`src/rtl/bram_stream_loader.sv`:
```
// Byte-stream to block-RAM write-port loader.
// Packs little-endian bytes into 32-bit words and writes them from a base address.
module bram_stream_loader #(
  parameter int ADDR_WIDTH = 9,
  parameter int DATA_WIDTH = 32,
  parameter int CNT_WIDTH  = 10
) (
  input  logic                  clk,
  input  logic                  reset,
  input  logic                  start,
  input  logic [ADDR_WIDTH-1:0] base_addr,
  input  logic [CNT_WIDTH-1:0]  word_count,
  input  logic [7:0]            s_data,
  input  logic                  s_valid,
  output logic                  s_ready,
  output logic                  wr_en,
  output logic                  wr_we,
  output logic [ADDR_WIDTH-1:0] wr_addr,
  output logic [DATA_WIDTH-1:0] wr_data,
  output logic                  busy,
  output logic                  done,
  output logic [CNT_WIDTH-1:0]  words_written
);

  typedef enum logic [1:0] {
    IDLE,
    COLLECT,
    WRITE,
    DONE
  } state_t;

  state_t                  state;
  state_t                  state_nxt;
  logic [ADDR_WIDTH-1:0]   base_q;
  logic [CNT_WIDTH-1:0]    cnt_q;
  logic [1:0]              idx;
  logic [DATA_WIDTH-1:0]   word_buf;
  logic [CNT_WIDTH-1:0]    ww_inc;

  assign ww_inc = words_written + CNT_WIDTH'(1);

  // State register.
  always_ff @(posedge clk or posedge reset) begin
    if (reset) begin
      state <= IDLE;
    end else begin
      state <= state_nxt;
    end
  end

  // Next-state and stream-ready decode.
  always_comb begin
    state_nxt = state;
    s_ready   = 1'b0;
    unique case (state)
      IDLE: begin
        if (start) begin
          state_nxt = (word_count == '0) ? DONE : COLLECT;
        end
      end
      COLLECT: begin
        s_ready = 1'b1;
        if (s_valid && (idx == 2'd3)) begin
          state_nxt = WRITE;
        end
      end
      WRITE: begin
        state_nxt = (ww_inc == cnt_q) ? DONE : COLLECT;
      end
      DONE: begin
        state_nxt = IDLE;
      end
      default: begin
        state_nxt = IDLE;
      end
    endcase
  end

  // Datapath: byte assembly, write-port drive and status flags.
  always_ff @(posedge clk or posedge reset) begin
    if (reset) begin
      base_q        <= '0;
      cnt_q         <= '0;
      idx           <= '0;
      word_buf      <= '0;
      wr_en         <= 1'b0;
      wr_we         <= 1'b0;
      wr_addr       <= '0;
      wr_data       <= '0;
      busy          <= 1'b0;
      done          <= 1'b0;
      words_written <= '0;
    end else begin
      wr_en <= 1'b0;
      wr_we <= 1'b0;
      done  <= 1'b0;
      unique case (state)
        IDLE: begin
          if (start) begin
            base_q        <= base_addr;
            cnt_q         <= word_count;
            words_written <= '0;
            idx           <= '0;
            busy          <= 1'b1;
          end
        end
        COLLECT: begin
          if (s_valid) begin
            word_buf[{idx, 3'b000} +: 8] <= s_data;
            idx                          <= idx + 2'd1;
          end
        end
        WRITE: begin
          wr_en         <= 1'b1;
          wr_we         <= 1'b1;
          wr_addr       <= base_q + ADDR_WIDTH'(words_written);
          wr_data       <= word_buf;
          words_written <= ww_inc;
          idx           <= '0;
        end
        DONE: begin
          done <= 1'b1;
          busy <= 1'b0;
        end
        default: begin
          busy <= 1'b0;
        end
      endcase
    end
  end

endmodule

```
`config.mk`:
```
export PLATFORM = sky130hd
export DESIGN_NAME = bram_stream_loader
export DESIGN_NICKNAME = d
export VERILOG_FILES = /design/src/rtl/bram_stream_loader.sv
export SDC_FILE = /design/constraint.sdc
export NUM_CORES = 1
export LEC_CHECK = 0
export BUFFER_PORTS_ARGS = -buffer_cell sky130_fd_sc_hd__buf_2
export CORE_ASPECT_RATIO = 1.1
export CORE_MARGIN = 4
export CORE_UTILIZATION = 55
export CTS_BUF_LIST = sky130_fd_sc_hd__clkbuf_8
export DETAILED_ROUTE_END_ITERATION = 8
export GPL_TIMING_DRIVEN = 0
export PLACE_DENSITY_LB_ADDON = 0.25
export SLEW_MARGIN = 0
export SYNTH_ARGS = -nofsm -noshare
export SYNTH_HDL_FRONTEND = slang
export SYNTH_SLANG_ARGS = --single-unit
export TNS_END_PERCENT = 10
```
`constraint.sdc`:
```
create_clock -name clk -period 4.8 [get_ports clk]
set_clock_uncertainty 0.05 [all_clocks]
set_input_delay 0 -clock clk [delete_from_list [all_inputs] [get_ports clk]]
set_output_delay 0 -clock clk [all_outputs]
set_load 0.05 [all_outputs]
```
==> qor.csv, run 1 <==
stage;metric;value;unit
drt;drc;0;
yosys;ys_ff_latch;109;
yosys;synthesis.nets;574;
drt;wl_per_cell;15.1;um
yosys;syn_area_per_cell;9.66;um^2
floorplanning;chipWidth;99.8;um
clock_tree;clk_pin_slew;0.12;ns
power_and_ir_drop;switching_power;1350;uW
yosys;yosysWarnings;0;
grt;grt_overflow_total;0;
grt;grt_max_degree;73;
critical_path;critPathCaptureType;register;
timing;slew-limit-headroom;0.429;
timing;fmaxAchievable;423;MHz
floorplanning;rows;36;
job;drv_cap;0;
yosys;synth.area.top_cells;dfrtp_1 (53%), nand2_1 (14%), o21ai_0 (4.3%), ha_1 (3.4%), mux2_2 (2.6%);
grt;grt_antenna_before_repair;0;
yosys;synth_async_sr_flop_share;1.00;
critical_path;cp_num_buf_inv;0;
critical_path;cp-start-kind;register;
power_and_ir_drop;power.density;513;mW/mm^2
clock_tree;cts_max_level;3;
power_and_ir_drop;seq_power_share;0.439;
yosys;ys.flop_type;dfrtp_1;
critical_path;critPathRequiredTime;5.04;ns
timing;rsz0062_at_grt;false;
power_and_ir_drop;power_leakage;0.00315;uW
clock_tree;cts_buffer_depth;2;
critical_path;crit_chain;ha_1 -> fa_1 -> a21oi_1 -> o21ai_2 -> a2111oi_2 -> o21ai_0 -> a31oi_1;
drt;ant_nets;0;
floorplanning;core_area;0.00896;mm^2
critical_path;ff2ff_path_depth;7;
yosys;synth_edf_count;0;
final_layout;multiInputGateArea;0.00220;mm^2
yosys;ys_top_cells_by_count;nand2_1 (184), dfrtp_1 (109), o21ai_0 (44);
final_layout;final_net_count;702;
yosys;yosys.area.top_type;dfrtp_1;
floorplanning;die_area;0.0109;mm^2
power_and_ir_drop;ir_drop;0.248;mV
final_layout;final_cell_area;0.00620;mm^2
final_layout;fin_util;0.691;
clock_tree;cts-root-buf;clkbuf_8;
yosys;yosysTopAreaCellShare;0.535;
critical_path;worst-path-max-fanout;8;
final_layout;area_growth;21.5;%
grt;grt-busiest-layer;met2;
yosys;ys_seq_area_frac;0.535;
floorplanning;io_pins;87;
final_layout;seqCellArea;0.00273;mm^2
clock_tree;cts_tree;done;
critical_path;crit_slowest_cell;dfrtp_1;
yosys;syn-cell-area;0.00510;mm^2
critical_path;path_delay_family;compound AO/OA/AOI/OAI gates;
yosys;postSynthCellCount;528;
final_layout;stdcell_count;775;
clock_tree;clock_latency;0.36;ns
critical_path;cp_num_cells;7;
grt;grt_util_met1;0.292;
critical_path;cp_data_arrival_time;2.61;ns
grt;track_usage;0.224;
drt;finalWirelength;11.7;mm
yosys;yosys.cell_count.top_type;nand2_1;
place;placed_area;0.00571;mm^2
floorplanning;start_util;0.569;
place;dp.cells;729;
critical_path;critPathKind;register to register;
place;gp_congestion;0.921;
drt;dr_total_vias;4146;
grt;grt_pass1_wl;19.5;mm
power_and_ir_drop;totalPowerFinal;3180;uW
drt;drtIter0Drc;200;
status;status;complete, no violations;
power_and_ir_drop;combPwrFrac;0.392;
timing;min_period;2.36;ns
place;port-buffer-count;86;
timing;drv_slew;0;
final_layout;final_layout_size_suffix_gt1_frac;0.241;
power_and_ir_drop;p_sw_frac;0.425;
final_layout;n_antenna_cell;0;
timing;tns;0;ns
power_and_ir_drop;p_int;1830;uW
drt;drt_first_pass_iters;4;
drt;vias_per_cell;5.35;
clock_tree;cts-buffers-inserted;9;
yosys;ys_types;55;
power_and_ir_drop;pwr-share-clk;0.170;
timing;tightest_slew;0.855;ns
final_layout;fill_cells;712;
timing;finalCritPeriodShare;0.493;
clock_tree;cts_sinks;109;
grt;first_global_vias;4078;
timing;hold_violations;0;
critical_path;cp_slowest_stage_delay;0.51;ns
floorplanning;die_y;109;um
grt;grtUsageMet2;0.392;
place;dp_hpwl;8.46;mm
grt;grt_use_met3;0.0326;
timing;setup_viol;0;
min_path;hp-class;input pin to async pin;
-- routing by layer --
metal | vias to the layer above | routed length, um | share of wire
li1 | 2020 | - | -
met1 | 1983 | 5000 | 0.43
met2 | 129 | 5950 | 0.51
met3 | 14 | 634 | 0.054
met4 | 0 | 138 | 0.012
met5 | - | 0 | 0
-- final timing paths --
| path | slack, ns | to | startpoint |
|---|---|---|---|
| worst max-delay path | 2.44 | wr_addr[8] | words_written[0] |
| worst min-delay path | 0.15 | wr_data[1] | reset |
| worst max register to register | 2.44 | wr_addr[8] | words_written[0] |
| worst min register to register | 0.43 | wr_data[15] | wr_data[15] |
| max in group asynchronous | 3.84 | cnt_q[3] | reset |
| min in group clk | 0.33 | base_q[4] | base_addr[4] |
-- sequential cells by signal (all words and copies together), names as in the netlist, 2 cells and up --
name,cells
wr_addr,9
words_written,10
word_buf,32
idx,2
wr_data,32
state,2
cnt_q,10
base_q,9
-- logic make-up (layout without fill, tap and decap cells) --
logic type,count (synthesis),count (layout),share of synthesized area
DFF,109,109,0.535
adders and majority gates,15,15,0.0383
AOI/OAI and AO/OA,93,93,0.109
and+or+nand+nor,240,240,0.212
muxes,19,19,0.0419
buffers and inverters,35,168,0.0338
xor gates and xnor gates,17,17,0.0307
-- per-stage QoR --
stage,setup slack (ns),hold WS (ns)
finish,2.44,0.152
global route,2.25,0.182
CTS,2.41,0.159
detailed placement,2.46,0.0211
global placement,0.766,0.166
floorplan,1.88,0.0773
-- power groups by stage --
stage          Sequential, uW  Combinational (uW)  Clock [uW]
3_5_place_dp             1420                1230           0
6_report                 1400                1250         540
5_1_grt                  1440                1360         585
3_3_place_gp             1410                1190           0
4_1_cts                  1400                1250         550
2_1_floorplan            1700                 633           0
-- layout by cell type (no fill, tap or decap), types with 10 or more instances in the layout --
cell type and count:
a21oi_1 11, buf_2 104, dfrtp_1 109, dlygate4sd3_1 30, ha_1 14, mux2_2 12
nand2_1 184, nor2_1 12, o21ai_0 44, o21ai_1 10
-- tightest hold or removal path, stage by stage --
cell and delay [ns]:
dlygate4sd3_1 0.53, buf_2 0.13, inv_4 0.37
-- timing repair --
| item | in CTS | in global routing |
|---|---|---|
| hold buffers | 30 | 0 |
| endpoints found under the setup margin | 0 | 0 |
| hold endpoints to repair | 92 | 0 |
| gates resized for setup | 0 | 0 |
| buffers inserted | 0 | 0 |
-- layout make-up --
| class | instances | area share |
|---|---|---|
| sequential | 109 | 0.440 |
| clock buffer | 9 | 0.0200 |
| inverter | 11 | 0.00707 |
| buffer | 24 | 0.0212 |
| timing repair buffer | 117 | 0.122 |
| multi-input combinational | 384 | 0.355 |
| tap | 114 | 0.0230 |
| clock inverter | 7 | 0.0109 |
Power figures use the tool's default switching activity.
==> inputs of run 2 (changes only) <==
--- a/config.mk
+++ b/config.mk
@@ -8,7 +8,7 @@
 export BUFFER_PORTS_ARGS = -buffer_cell sky130_fd_sc_hd__buf_2
 export CORE_ASPECT_RATIO = 1.1
 export CORE_MARGIN = 4
-export CORE_UTILIZATION = 55
+export CORE_UTILIZATION = 53
 export CTS_BUF_LIST = sky130_fd_sc_hd__clkbuf_8
 export DETAILED_ROUTE_END_ITERATION = 8
 export GPL_TIMING_DRIVEN = 0
==> constraint.sdc (replaced) <==
create_clock -name clk -period 2.1 [get_ports clk]
set_clock_uncertainty 0.05 [all_clocks]
set_input_delay 0 -clock clk [delete_from_list [all_inputs] [get_ports clk]]
set_output_delay 0 -clock clk [all_outputs]
set_load 0.05 [all_outputs]
==> run 2 against run 1 <==
Non-clock buffer count increased by 2. Wire length decreased by 1.8%. Sequential power increased by 130%. Critical path type unchanged. Largest cell class unchanged. Highest routed layer unchanged.
==> qor.csv, run 2 (same netlist as run 1, synthesis figures left out) <==
stage;metric;value;unit
status;status;complete, no violations;
clock_tree;cts_tree;done;
grt;first_global_vias;4138;
final_layout;stdcell_count;780;
power_and_ir_drop;ir_drop;0.567;mV
critical_path;rr_endpoint;wr_addr[7];
power_and_ir_drop;power.density;1160;mW/mm^2
timing;slew-limit-headroom;0.522;
final_layout;largest_registers;word_buf x32, wr_data x32;
timing;fmaxAchievable;482;MHz
critical_path;worst_path_most_repeated_cell;a21o_1;
drt;ant_nets;0;
drt;drc;0;
critical_path;crit_slowest_cell;dfrtp_2;
critical_path;critPathCapture;wr_addr[7];
clock_tree;cts_buffer_depth;2;
timing;setup_viol;0;
critical_path;critPathCaptureType;register;
timing;finalCritPeriodShare;0.989;
final_layout;fill_cells;767;
timing;hold_violations;0;
timing;rsz0062_at_grt;true;
grt;grt_pass1_wl;19.5;mm
job;drv_cap;0;
critical_path;cp_slowest_stage_delay;0.49;ns
clock_tree;cts-root-buf;clkbuf_8;
floorplanning;io_pins;87;
critical_path;cp-start-kind;register;
critical_path;ff2ff_path_depth;6;
final_layout;layout_commonest_cell;nand2_1;
drt;drtIter0Drc;194;
clock_tree;clk_pin_slew;0.10;ns
drt;dr_total_vias;4123;
floorplanning;start_util;0.543;
critical_path;critPathKind;register to register;
drt;drt_first_pass_iters;4;
grt;grt_antenna_before_repair;0;
critical_path;crit_chain;ha_1 -> a21o_1 -> a21o_1 -> a2111oi_2 -> nor3_1 -> nand3b_1;
timing;drv_slew;0;
critical_path;r2r-start;words_written[1];
drt;vias_per_cell;5.29;
grt;grt_max_degree;45;
clock_tree;cts-buffers-inserted;9;
floorplanning;core_area;0.00940;mm^2
floorplanning;die_y;111;um
place;dp.cells;733;
min_path;hp-class;input pin to async pin;
timing;hold_ws;0.238;ns
final_layout;final_cell_area;0.00624;mm^2
final_layout;final_net_count;704;
place;gp_congestion;0.905;
place;placed_area;0.00572;mm^2
drt;finalWirelength;11.5;mm
timing;tightest_slew;0.715;ns
grt;track_usage;0.214;
place;dp_hpwl;8.41;mm
floorplanning;chipWidth;102;um
critical_path;critPathRequiredTime;2.28;ns
power_and_ir_drop;power_leakage;0.00316;uW
final_layout;fin_util;0.664;
clock_tree;clock_latency;0.36;ns
place;port-buffer-count;86;
final_layout;area_growth;22.3;%
clock_tree;cts_max_level;3;
clock_tree;cts_sinks;109;
floorplanning;die_area;0.0113;mm^2
critical_path;reg2reg_slack;0.02;ns
timing;min_period;2.08;ns
final_layout;final_layout_size_suffix_gt1_frac;0.253;
critical_path;crit_start;words_written[1];
critical_path;worst-path-max-fanout;7;
floorplanning;rows;37;
grt;grt_overflow_total;0;
drt;wl_per_cell;14.8;um
critical_path;cp_data_arrival_time;2.26;ns
final_layout;final_cell_mix;nand2_1 (184), dfrtp_1 (107), buf_2 (104);
final_layout;n_antenna_cell;0;
==> run 2: cell types whose count changed in the layout (fill, tap and decap cells not counted), moves of 2 or more <==
cell	change
buf_12	+2
clkinv_2	+3
dfrtp_1	-2
dfrtp_2	+2
inv_6	-2
nor3b_1	-2
nor3b_2	+2
==> run 2: layout make-up <==
class	count	area (um^2)	area share
flip-flops and latches	109	2730	0.438
multi-input cells	384	2230	0.358
repair buffers	119	778	0.125
well taps	117	146	0.0235
clock buffers	10	138	0.0221
plain buffers	24	131	0.0211
inverters	11	45.0	0.00722
clock inverters	6	37.5	0.00602
==> run 2: worst min path at each step <==
stage               cells after the start         start           to  slack (ns)
floorplan                               2     s_data[0]  word_buf[0]        0.08
global placement                        2  base_addr[2]    base_q[2]        0.17
detailed placement                      2         reset     cnt_q[4]        0.10
CTS                                     3         reset     cnt_q[4]        0.26
global route                            3         reset     cnt_q[7]        0.29
finish                                  3         reset     cnt_q[5]        0.24
==> run 2: timing repair <==
item                       CTS  global route
pin swaps                    0             1
resized for setup            5             4
setup endpoints to repair   11            11
buffers inserted             1             0
hold buffers                30             0
hold endpoints to repair    85             0
==> run 2: critical path: cells and delay by family (launching register included) <==
kind / cells / cell delay [ns]
AO/OA/AOI/OAI: 3 / 0.80
flip-flops: 1 / 0.49
adder cells (fa/ha/maj): 1 / 0.31
AND/OR/NAND/NOR: 2 / 0.30
==> run 2: metrics by stage <==
step | total power [uW] | setup TNS [ns] | worst slack [ns]
floorplan | 5330 | -2.04 | -0.222
global placement | 5940 | -0.213 | -0.192
detailed placement | 6040 | -0.461 | -0.213
CTS | 7260 | 0 | 0.000230
global route | 7720 | -0.178 | -0.0924
finish | 7240 | 0 | 0.0234
==> run 2: per-layer routing <==
layer | GRT usage | up-vias | share of wire
met5 | 0 | - | 0
met4 | 0.0505 | 0 | 0.0044
met3 | 0.0258 | 4 | 0.049
met2 | 0.371 | 102 | 0.51
met1 | 0.282 | 1988 | 0.43
li1 | - | 2029 | -
==> run 2: report_power, final <==
part	switching [uW]	internal, uW	leakage [uW]
Clock	700	463	0.0000962
Sequential	424	2750	0.00145
Combinational	1900	994	0.00161
Total	3030	4210	0.00316
==> inputs of run 3 (changes only) <==
--- a/config.mk
+++ b/config.mk
@@ -6,7 +6,7 @@
 export NUM_CORES = 1
 export LEC_CHECK = 0
 export BUFFER_PORTS_ARGS = -buffer_cell sky130_fd_sc_hd__buf_2
-export CORE_ASPECT_RATIO = 1.1
+export CORE_ASPECT_RATIO = 0.6
 export CORE_MARGIN = 4
 export CORE_UTILIZATION = 53
 export CTS_BUF_LIST = sky130_fd_sc_hd__clkbuf_8
==> run 3 against run 2 <==
Sequential share of layout area is 0.84 points lower. Cell count rose by 1.8%. Wire length increased by 14%. Total power rose by 7.0%. Maximum frequency grew 1.0%. Count of clock-buffer cells in the layout is 1 higher. Critical endpoint is now wr_addr[8]. Largest cell class unchanged. Highest routed layer unchanged.
==> qor.csv, run 3 (same netlist as run 1, synthesis figures left out) <==
stage;metric;value;unit
grt;grt_max_degree;39;
final_layout;seqCellArea;0.00273;mm^2
final_layout;final_cell_area;0.00636;mm^2
floorplanning;core_area;0.00929;mm^2
clock_tree;cts_buffer_depth;2;
place;port-buffer-count;86;
drt;vias_per_cell;5.43;
timing;hold_violations;0;
place;gp_congestion;0.854;
drt;drc;0;
final_layout;final_cell_mix;nand2_1 (184), dfrtp_1 (107), buf_2 (104);
critical_path;cp-start-kind;register;
floorplanning;chipWidth;135;um
final_layout;area_growth;24.7;%
timing;tightest_slew;0.862;ns
clock_tree;clk_pin_slew;0.11;ns
timing;min_period;2.06;ns
clock_tree;cts-buffers-inserted;9;
status;status;complete, no violations;
timing;slew-limit-headroom;0.424;
job;drv_cap;0;
final_layout;final_layout_size_suffix_gt1_frac;0.258;
min_path;hp-class;input pin to register;
critical_path;critPathRequiredTime;2.28;ns
power_and_ir_drop;power_leakage;0.00320;uW
clock_tree;cts_tree;done;
floorplanning;die_area;0.0113;mm^2
final_layout;layout_commonest_cell;nand2_1;
place;dp_hpwl;9.29;mm
drt;finalWirelength;13.1;mm
floorplanning;io_pins;87;
grt;grt_overflow_total;0;
grt;grt_antenna_before_repair;0;
grt;first_global_vias;4273;
drt;drtIter0Drc;287;
drt;dr_total_vias;4314;
power_and_ir_drop;power.density;1220;mW/mm^2
final_layout;largest_registers;word_buf x32, wr_data x32;
drt;drt_first_pass_iters;5;
timing;finalCritPeriodShare;0.979;
final_layout;n_antenna_cell;0;
final_layout;stdcell_count;794;
power_and_ir_drop;totalPowerFinal;7750;uW
clock_tree;cts_max_level;3;
clock_tree;clock_latency;0.38;ns
critical_path;worst-path-max-fanout;2;
drt;ant_nets;0;
timing;drv_slew;0;
drt;wl_per_cell;16.5;um
clock_tree;cts-root-buf;clkbuf_8;
place;dp.cells;746;
critical_path;critPathCaptureType;register;
floorplanning;rows;27;
grt;grt_pass1_wl;21.7;mm
place;placed_area;0.00574;mm^2
timing;rsz0062_at_grt;true;
final_layout;multiInputGateArea;0.00226;mm^2
final_layout;final_net_count;706;
power_and_ir_drop;ir_drop;0.544;mV
grt;track_usage;0.241;
critical_path;cp_data_arrival_time;2.24;ns
floorplanning;start_util;0.549;
clock_tree;cts_sinks;109;
floorplanning;die_y;84;um
timing;setup_viol;0;
timing;fmaxAchievable;487;MHz
final_layout;fill_cells;733;
critical_path;critPathKind;register to register;
==> run 3: cell count changes in the layout (fill, tap and decap cells not counted), sizes merged <==
cell,delta
buf,+3
inv,-1
dlygate4sd3,-1
clkinv,-4
bufinv,+3
clkbuf,+1
==> run 3: repair_timing <==
| item | 4_1_cts | 5_1_grt |
|---|---|---|
| pin swaps | 0 | 3 |
| hold endpoints to repair | 88 | 0 |
| resized for setup | 5 | 7 |
| hold buffers | 29 | 0 |
| endpoints found under the setup margin | 15 | 5 |
| setup buffers | 1 | 3 |
==> run 3: report_power, final <==
| part | leakage, uW | total, uW | internal, uW | switching (uW) |
|---|---|---|---|---|
| logic | 0.00163 | 3000 | 1010 | 1990 |
| clock network | 0.000125 | 1550 | 849 | 701 |
| registers | 0.00145 | 3200 | 2750 | 443 |
==> run 3: layer usage <==
| layer | vias to the layer above | global-route usage | wire (um) | share of wire |
|---|---|---|---|---|
| met1 | 2091 | 0.373 | 6480 | 0.49 |
| met4 | 0 | 0.0527 | 110 | 0.0084 |
| li1 | 2025 | - | - | - |
| met3 | 13 | 0.0542 | 879 | 0.067 |
| met5 | - | 0 | 0 | 0 |
| met2 | 185 | 0.346 | 5660 | 0.43 |
==> run 3: final cells by class <==
class	count	share of cell area
buffer	24	0.0206
clock buffer	11	0.0238
clock inverter	4	0.0149
inverter	11	0.00708
multi-input combinational	384	0.355
sequential	109	0.429
tap	130	0.0256
timing repair buffer	121	0.124
==> run 3: worst max-delay path, cell delays in order (launching register included) <==
cell	delay, ns
dfrtp_2	0.42
ha_2	0.20
fa_2	0.41
a21oi_4	0.19
o21ai_2	0.09
a2111oi_4	0.32
or3_1	0.16
a31oi_1	0.07
==> run 3: final timing paths <==
check,from,end,slack [ns],cells after the start
worst max-delay path,words_written[0],wr_addr[8],0.04,7
worst min-delay path,start,words_written[8],0.04,4
min in group asynchronous,reset,wr_data[5],0.28,3
worst min register to register,wr_data[8],wr_data[8],0.42,2
worst max register to register,words_written[0],wr_addr[8],0.04,7
max in group asynchronous,reset,words_written[0],1.05,4
==> run 3: stage by stage <==
stage                     utilization  setup slack (ns)  hold WS, ns  setup TNS, ns
after floorplan                     -            -0.222       0.0773          -2.04
after global placement          0.613            -0.150        0.171         -0.158
after detailed placement        0.618            -0.231        0.159         -0.327
after CTS                       0.678           -0.0423      0.00613        -0.0423
after global routing            0.685           -0.0226       0.0610        -0.0259
final                           0.685            0.0449       0.0392              0
